$ cat config.mk
export PLATFORM = sky130hd
export DESIGN_NAME = approx_adder_error_sweep_flat
export DESIGN_NICKNAME = d
export VERILOG_FILES = /design/src/rtl/approx_adder_error_sweep_if.sv /design/src/rtl/approx_adder_error_sweep.sv /design/src/flat_wrapper.sv
export SDC_FILE = /design/constraint.sdc
export NUM_CORES = 1
export LEC_CHECK = 0
export CAP_MARGIN = 30
export CORE_UTILIZATION = 48
export CTS_CLUSTER_DIAMETER = 120
export CTS_CLUSTER_SIZE = 24
export DETAILED_ROUTE_END_ITERATION = 8
export PLACE_DENSITY = 0.77
export SLEW_MARGIN = 20
export SYNTH_ARGS = -nofsm -noshare
export SYNTH_HDL_FRONTEND = slang
export SYNTH_SLANG_ARGS = --single-unit
$ cat constraint.sdc
create_clock -name clk -period 5.79 [get_ports clk]
set_input_delay 0.8685 -clock clk [delete_from_list [all_inputs] [get_ports clk]]
set_output_delay 0.8685 -clock clk [all_outputs]
set_load 0.01 [all_outputs]
$ cat src/rtl/approx_adder_error_sweep_if.sv
// approx_adder_error_sweep_if: operand/result bus between the sweeper and the adder under test
interface approx_adder_error_sweep_if;
    logic [7:0] add_a;
    logic [7:0] add_b;
    logic       add_cin;
    logic [7:0] add_sum;
    logic       add_cout;

    modport master (output add_a, output add_b, output add_cin, input add_sum, input add_cout);
    modport slave  (input add_a, input add_b, input add_cin, output add_sum, output add_cout);
endinterface

$ cat src/rtl/approx_adder_error_sweep.sv
// approx_adder_error_sweep: sweeps an operand rectangle through an external adder and gathers error-distance statistics
module approx_adder_error_sweep (
    input  logic                              clk,
    input  logic                              rst,
    input  logic                              start,
    input  logic                              abort,
    input  logic [7:0]                        a_lo,
    input  logic [7:0]                        a_hi,
    input  logic [7:0]                        b_lo,
    input  logic [7:0]                        b_hi,
    approx_adder_error_sweep_if.master        bus,
    output logic                              busy,
    output logic                              done,
    output logic                              cfg_err,
    output logic [16:0]                       pair_count,
    output logic [16:0]                       err_count,
    output logic [8:0]                        max_ed,
    output logic [24:0]                       sum_ed,
    output logic                              first_err_valid,
    output logic [7:0]                        first_err_a,
    output logic [7:0]                        first_err_b
);
    typedef enum logic [1:0] {IDLE, RUN, DONE} state_t;

    state_t     state;
    state_t     state_next;
    logic [7:0] a_hi_q;
    logic [7:0] b_lo_q;
    logic [7:0] b_hi_q;
    logic       bad_cfg;
    logic       b_wrap;
    logic       last;
    logic [8:0] exact;
    logic [8:0] approx;
    logic [8:0] ed;

    assign bad_cfg     = (a_lo > a_hi) || (b_lo > b_hi);
    assign exact       = {1'b0, bus.add_a} + {1'b0, bus.add_b};
    assign approx      = {bus.add_cout, bus.add_sum};
    assign ed          = (exact >= approx) ? exact - approx : approx - exact;
    // the last pair is detected by equality so ranges ending at 255 never wrap
    assign b_wrap      = bus.add_b == b_hi_q;
    assign last        = b_wrap && (bus.add_a == a_hi_q);
    assign bus.add_cin = 1'b0;

    // state register
    always_ff @(posedge clk) begin
        if (rst)
            state <= IDLE;
        else
            state <= state_next;
    end

    // next-state: invalid ranges skip RUN; the final pair or an abort ends the sweep
    always_comb begin
        state_next = state;
        case (state)
            IDLE:    state_next = start ? (bad_cfg ? DONE : RUN) : IDLE;
            RUN:     state_next = (abort || last) ? DONE : RUN;
            default: state_next = IDLE;
        endcase
    end

    // status outputs decoded from state
    always_comb begin
        busy = state == RUN;
        done = state == DONE;
    end

    // operand stepping and statistics accumulation
    always_ff @(posedge clk) begin
        if (rst) begin
            a_hi_q          <= '0;
            b_lo_q          <= '0;
            b_hi_q          <= '0;
            bus.add_a       <= '0;
            bus.add_b       <= '0;
            cfg_err         <= 1'b0;
            pair_count      <= '0;
            err_count       <= '0;
            max_ed          <= '0;
            sum_ed          <= '0;
            first_err_valid <= 1'b0;
            first_err_a     <= '0;
            first_err_b     <= '0;
        end else if (state == IDLE && start) begin
            a_hi_q          <= a_hi;
            b_lo_q          <= b_lo;
            b_hi_q          <= b_hi;
            cfg_err         <= bad_cfg;
            pair_count      <= '0;
            err_count       <= '0;
            max_ed          <= '0;
            sum_ed          <= '0;
            first_err_valid <= 1'b0;
            first_err_a     <= '0;
            first_err_b     <= '0;
            if (!bad_cfg) begin
                bus.add_a <= a_lo;
                bus.add_b <= b_lo;
            end
        end else if (state == RUN) begin
            pair_count <= pair_count + 17'd1;
            if (ed != 9'd0) begin
                err_count <= err_count + 17'd1;
                sum_ed    <= sum_ed + {16'd0, ed};
                if (ed > max_ed)
                    max_ed <= ed;
                if (!first_err_valid) begin
                    first_err_valid <= 1'b1;
                    first_err_a     <= bus.add_a;
                    first_err_b     <= bus.add_b;
                end
            end
            if (!last && !abort) begin
                if (b_wrap) begin
                    bus.add_b <= b_lo_q;
                    bus.add_a <= bus.add_a + 8'd1;
                end else begin
                    bus.add_b <= bus.add_b + 8'd1;
                end
            end
        end
    end
endmodule

$ cat src/flat_wrapper.sv
// flat-port wrapper written by rule: the top's interface ports become plain ports
module approx_adder_error_sweep_flat 
  (clk, rst, start, abort, a_lo, a_hi, b_lo, b_hi, busy, done, cfg_err, pair_count, err_count, max_ed, sum_ed, first_err_valid, first_err_a, first_err_b, bus_add_a, bus_add_b, bus_add_cin, bus_add_sum, bus_add_cout);
  approx_adder_error_sweep_if bus_i ();
  input  logic clk;
  input  logic rst;
  input  logic start;
  input  logic abort;
  input  logic [7:0] a_lo;
  input  logic [7:0] a_hi;
  input  logic [7:0] b_lo;
  input  logic [7:0] b_hi;
  output logic busy;
  output logic done;
  output logic cfg_err;
  output logic [16:0] pair_count;
  output logic [16:0] err_count;
  output logic [8:0] max_ed;
  output logic [24:0] sum_ed;
  output logic first_err_valid;
  output logic [7:0] first_err_a;
  output logic [7:0] first_err_b;
  output wire logic [$bits(bus_i.add_a)-1:0] bus_add_a;
  output wire logic [$bits(bus_i.add_b)-1:0] bus_add_b;
  output wire logic [$bits(bus_i.add_cin)-1:0] bus_add_cin;
  input wire logic [$bits(bus_i.add_sum)-1:0] bus_add_sum;
  input wire logic [$bits(bus_i.add_cout)-1:0] bus_add_cout;
  assign bus_add_a = bus_i.add_a;
  assign bus_add_b = bus_i.add_b;
  assign bus_add_cin = bus_i.add_cin;
  assign bus_i.add_sum = bus_add_sum;
  assign bus_i.add_cout = bus_add_cout;
  approx_adder_error_sweep u_core (.clk(clk), .rst(rst), .start(start), .abort(abort), .a_lo(a_lo), .a_hi(a_hi), .b_lo(b_lo), .b_hi(b_hi), .bus(bus_i), .busy(busy), .done(done), .cfg_err(cfg_err), .pair_count(pair_count), .err_count(err_count), .max_ed(max_ed), .sum_ed(sum_ed), .first_err_valid(first_err_valid), .first_err_a(first_err_a), .first_err_b(first_err_b));
endmodule
; ---- Word-level counts from Yosys, hierarchy flattened
; Cells that the tools add are included.
[totals]
ramBits = 0
latch_bits = 0
in_bits = 45
romBits = 0
out_inout_bits = 105
regBits = 128
memories = 0
[classes]
order_cmp = 4
muxes = 15
n_addsub = 8
eq_ne = 5
n_reduce_logical = 18
n_div = 0
n_mul = 0
bitwise = 1
shift = 0
[op_table]
columns = operator, count
row1 = $mux 8, 10
row2 = $add 17x1->17 const B, 2
row3 = $add 25x9->25, 1
row4 = $sub 9x9->9, 2
row5 = $add 8x1->8 const B, 2
row6 = $eq 8x8->1, 2
row7 = $gt 8x8->1, 2
row8 = $add 8x8->9, 1
row9 = $ge 9x9->1, 1
row10 = $gt 9x9->1, 1
row11 = $mux 9, 1
row12 = $reduce_and 3->1, 3
row13 = $reduce_bool 9->1, 1
row14 = $mux 2, 3
row15 = $reduce_bool 2->1, 3
row16 = $pmux 2 s2, 1
row17 = $reduce_and 4->1, 1
row18 = $logic_and 1x1->1, 3
row19 = $eq 2x1->1 const B, 1
row20 = $eq 2x2->1 const B, 1
row21 = $logic_not 1->1, 2
row22 = $logic_not 2->1, 1
row23 = $logic_or 1x1->1, 2
row24 = $ne 2x2->1 const B, 1
row25 = 3 further kinds, 3

; ---- Longest topological paths before layout
[logic_depth]
word_depth = 7
ltp_mapped = 28
mapped_depth_nobuf = 27

; ---- Least setup slack after synthesis
; OpenSTA, ideal clock, no wires.
[synth_timing]
path_kind = reg-to-reg
start = reg u_core.bus.add_b[0]
end = reg u_core.sum_ed[24]
slack_ns = 0.263
path_buffers = 1
stages_incl_launch_ff = 27
t_arrival_ns = 5.457
setup_ns = 0.070
period_less_slack_ns = 5.527
path_cell_list = dfxtp_1 ha_1 fa_1 a21oi_1 nor2_1 nor2_1 o21bai_1 a21oi_1 xnor2_1 ha_1 a21o_1 a21o_1 a221oi_1 o21a_2 buf_2 mux2i_1 inv_1 fa_1 nor2b_1 o21ai_0 a21oi_1 o21ai_0 a21oi_1 a21o_1 nand2_1 or4_1 a21oi_1
[synth_between]
elab_chain_cells = 5
word_cells_on_any_way = 8
classes_between = add/sub: 4 / order compare: 1 / mux: 1 / reduce/logical: 2
[synth_lines]
columns = item, line
row1 = from (decl), approx_adder_error_sweep_if.sv:9  ; modport master (output add_a, output add_b, output add_cin, input add_sum, input add_cout);
row2 = from (signal assigned), approx_adder_error_sweep.sv:100  ; bus.add_b <= b_lo;
row3 = from (signal assigned), approx_adder_error_sweep.sv:117  ; bus.add_b <= b_lo_q;
row4 = from (signal assigned), approx_adder_error_sweep.sv:120  ; bus.add_b <= bus.add_b + 8'd1;
row5 = $add 8x8->9 *, approx_adder_error_sweep.sv:38  ; assign exact = {1'b0, bus.add_a} + {1'b0, bus.add_b};
row6 = $sub 9x9->9 or $ge 9x9->1 (tied branches), approx_adder_error_sweep.sv:40  ; assign ed = (exact >= approx) ? exact - approx : approx - exact;
row7 = $mux 9 *, approx_adder_error_sweep.sv:40
row8 = net u_core.ed[1], approx_adder_error_sweep.sv:35  ; logic [8:0] ed;
row9 = branches (longest 2 deep; another with $add 25x9->25), n/a
row10 = to (signal assigned), approx_adder_error_sweep.sv:106  ; sum_ed <= sum_ed + {16'd0, ed};
row11 = to (decl), approx_adder_error_sweep.sv:18  ; output logic [24:0] sum_ed,
; Mark *: on every way through the listed nets, which the timed path passes.
; A chain may end at the register's enable or synchronous reset.

; ---- Final worst setup path
[layout_timing]
start = reg u_core.bus.add_b[0]
end = reg u_core.sum_ed[10]
; Same word-level chain as after synthesis.

==> impl_metrics.env <==
export IMPL_path_clk_slew_ns=0.06
export IMPL_ys_types=69
export IMPL_synth_flop_cell="dfxtp_1"
export IMPL_slew_headroom_pct=38.7
export IMPL_ys_ff_latch=128
export IMPL_grt_antenna_before_repair=0
export IMPL_grt_max_degree=52
export IMPL_totalWireLength_um=21500
export IMPL_overflow=0
export IMPL_synth_warnings=0
export IMPL_vias=7702
export IMPL_io_pins=150
export IMPL_worst_hold_slack_ns=0.453
export IMPL_fin_setup_tns_ns=0
export IMPL_cp_end_kind="register"
export IMPL_wl_per_cell_um=15.8
export IMPL_die_area_um2=17100
export IMPL_power_density_nw_per_um2=272
export IMPL_layout_common_cells="clkdlybuf4s50_1 (148), dfxtp_1 (128), nand2_1 (123)"
export IMPL_syn_area_um2=7940
export IMPL_holdBufCountCts=0
export IMPL_drc_errors=0
export IMPL_arrival_ns=5.72
export IMPL_worst_pin_slew_ns=0.919
export IMPL_crit_type="reg2reg"
export IMPL_hold_class="reg2reg"
export IMPL_whs_endpoint="u_core.b_lo_q[3]"
export IMPL_run_status="completed"
export IMPL_tritoncts="built"
export IMPL_antenna_cells=0
export IMPL_routed_via_density=5.64
export IMPL_ant_nets=0
export IMPL_grt_pass1_vias=7163
export IMPL_cts_htree_levels=4
export IMPL_clkLatencyLatePin_ns=0.42
export IMPL_initial_utilization_pct=49.6
export IMPL_area_growth_pct=30.0
export IMPL_rows=46
export IMPL_ff2ff_path_depth=26
export IMPL_post_route_period_util_pct=94.0
export IMPL_critPathLaunchType="register"
export IMPL_ys_seq_area_share_pct=32.3
export IMPL_dp_slack_ns=0.0654
export IMPL_path_max_fanout=11
export IMPL_grt_pass1_wl_um=35100
export IMPL_place_hpwl_um=15800
export IMPL_final_nets=1252
export IMPL_post_route_min_period_ns=5.45
export IMPL_ctsLongestPathBuffers=2
export IMPL_hold_depth=2
export IMPL_syn_num_nets=1107
export IMPL_io_buffers=148
export IMPL_core_area_um2=16000
export IMPL_dr_pass1_iters=5
export IMPL_finalNonFillerCells=1366
export IMPL_place_inst=1333
export IMPL_die_w_um=131
export IMPL_synth_edf_count=0
export IMPL_clock_sinks=128
export IMPL_netlist_instances=994
export IMPL_total_power_mw=2.81
export IMPL_finalInstanceArea_um2=10300
export IMPL_dpl_cell_area_um2=9670
export IMPL_maxCapViolCount=0
export IMPL_hp_start="u_core.b_lo_q[3]"
export IMPL_cts_made_buffers=17
export IMPL_worst_slack_ns=0.345
export IMPL_finalMaxSlewViolations=0
export IMPL_reg2reg_from="u_core.bus.add_b[0]"
export IMPL_cp_required_ns=6.07
export IMPL_reg2reg_setup_slack_ns=0.34
export IMPL_r2r_end="u_core.sum_ed[10]"
export IMPL_async_flop_share_pct=0
export IMPL_postSynthAreaPerCell_um2=7.99
export IMPL_cts_root_buf="clkbuf_16"
export IMPL_die_h_um=131
export IMPL_cpPeakStageDelay_ns=0.40
export IMPL_peakVddDrop_uv=231
export IMPL_grt_usage_pct=26.1
export IMPL_final_core_util_pct=64.5
export IMPL_final_common_cell="clkdlybuf4s50_1"
export IMPL_timing_fmax_mhz=184
export IMPL_gp_congestion=0.907
export IMPL_hold_viol=0
export IMPL_power_leakage_nw=4.06
export IMPL_drive_gt1_share_pct=8.26
export IMPL_skew_ns=0.00851
export IMPL_drt_iter0_drc=485
export IMPL_setup_violations=0
export IMPL_cp_slowest_cell="fa_1"
## worst max path at each step
stage	slack, ns	from	endpoint
final	0.34	u_core.bus.add_b[0]	u_core.sum_ed[10]
after global routing	-0.11	u_core.bus.add_b[0]	u_core.sum_ed[24]
after CTS	0.07	u_core.bus.add_b[0]	u_core.sum_ed[24]
after detailed placement	0.07	u_core.bus.add_b[0]	u_core.sum_ed[24]
after global placement	0.29	u_core.bus.add_b[0]	u_core.sum_ed[24]
after floorplan	0.26	u_core.bus.add_b[0]	u_core.sum_ed[24]
## timing repair
| item | 4_1_cts | 5_1_grt |
|---|---|---|
| gates resized for setup | 0 | 13 |
| buffers inserted | 0 | 2 |
| endpoints found under the setup margin | 0 | 24 |
## cell type report
cell class / instances / area [um2]
repair buffers: 177 / 1700
clock inverters: 9 / 134
fillers: 1387 / 5670
clock buffers: 21 / 460
multi-input cells: 753 / 4970
inverters: 62 / 233
well taps: 216 / 270
flip-flops and latches: 128 / 2560
## power by group
part           switching, mW  internal (mW)
Combinational          0.457          0.322
Clock                  0.398          0.695
Sequential            0.0266          0.910
Total                  0.881           1.93
## per-layer routing
layer	part of all wire [%]	wire length [um]	track usage, %
met4	2.6	568	11.4
met2	47	10100	42.2
met5	0	0	0
met1	45	9600	33.9
met3	6.1	1320	5.17
## synthesized netlist by cell type (all sizes together) (2+ instances only)
cell type / number / area [um2]
or3: 12 / 75.1
or4: 17 / 128
or2: 10 / 62.6
nor2: 63 / 239
nand4: 13 / 81.3
nand2b: 10 / 62.6
a2111oi: 2 / 23.8
o21ai: 58 / 317
nand3: 53 / 265
xor2: 47 / 419
ha: 64 / 801
and4: 2 / 17.5
nor3: 11 / 55.1
a311oi: 3 / 26.3
mux2i: 8 / 83.8
buf: 23 / 135
fa: 4 / 80.1
o211ai: 15 / 113
o21a: 10 / 76.3
a2bb2oi: 2 / 17.5
o2111ai: 4 / 35.0
a41o: 2 / 20.0
a211oi: 8 / 65.1
inv: 62 / 233
nor2b: 9 / 56.3
a211o: 3 / 26.3
dfxtp: 128 / 2560
and3: 13 / 81.3
a21oi: 85 / 429
a31oi: 6 / 37.5
and2: 3 / 18.8
nor4: 4 / 25.0
nand2: 124 / 465
a21o: 13 / 97.6
clkbuf: 28 / 105
a31o: 2 / 17.5
nor3b: 7 / 52.6
o31ai: 31 / 238
o21bai: 3 / 22.5
xnor2: 17 / 149
## kinds of logic after synthesis
| group | count (synthesis) | share of synthesized area (%) |
|---|---|---|
| compound gates | 259 | 21.0 |
| xor+xnor | 64 | 7.15 |
| fa+ha+maj | 68 | 11.1 |
| buf+inv | 113 | 5.95 |
| flops | 128 | 32.3 |
| mux | 8 | 1.06 |
| other cells | 1 | 0.0472 |
| simple gates | 353 | 21.5 |
## sequential cells by signal, indices dropped and copies added, names as in the netlist, 9 cells and up
signal / count
u_core.pair_count: 17
u_core.sum_ed: 25
u_core.max_ed: 9
u_core.err_count: 17
## critical path, delay by kind of cell (launching register included)
family                   cells  cell delay [ns]
AO/OA/AOI/OAI               12             2.08
XOR/XNOR                     3             0.69
adder cells (fa/ha/maj)      4             1.24
buffers and inverters        2             0.36
flip-flops                   1             0.31
AND/OR/NAND/NOR              5             0.60
(Power assumes the default switching activity.)
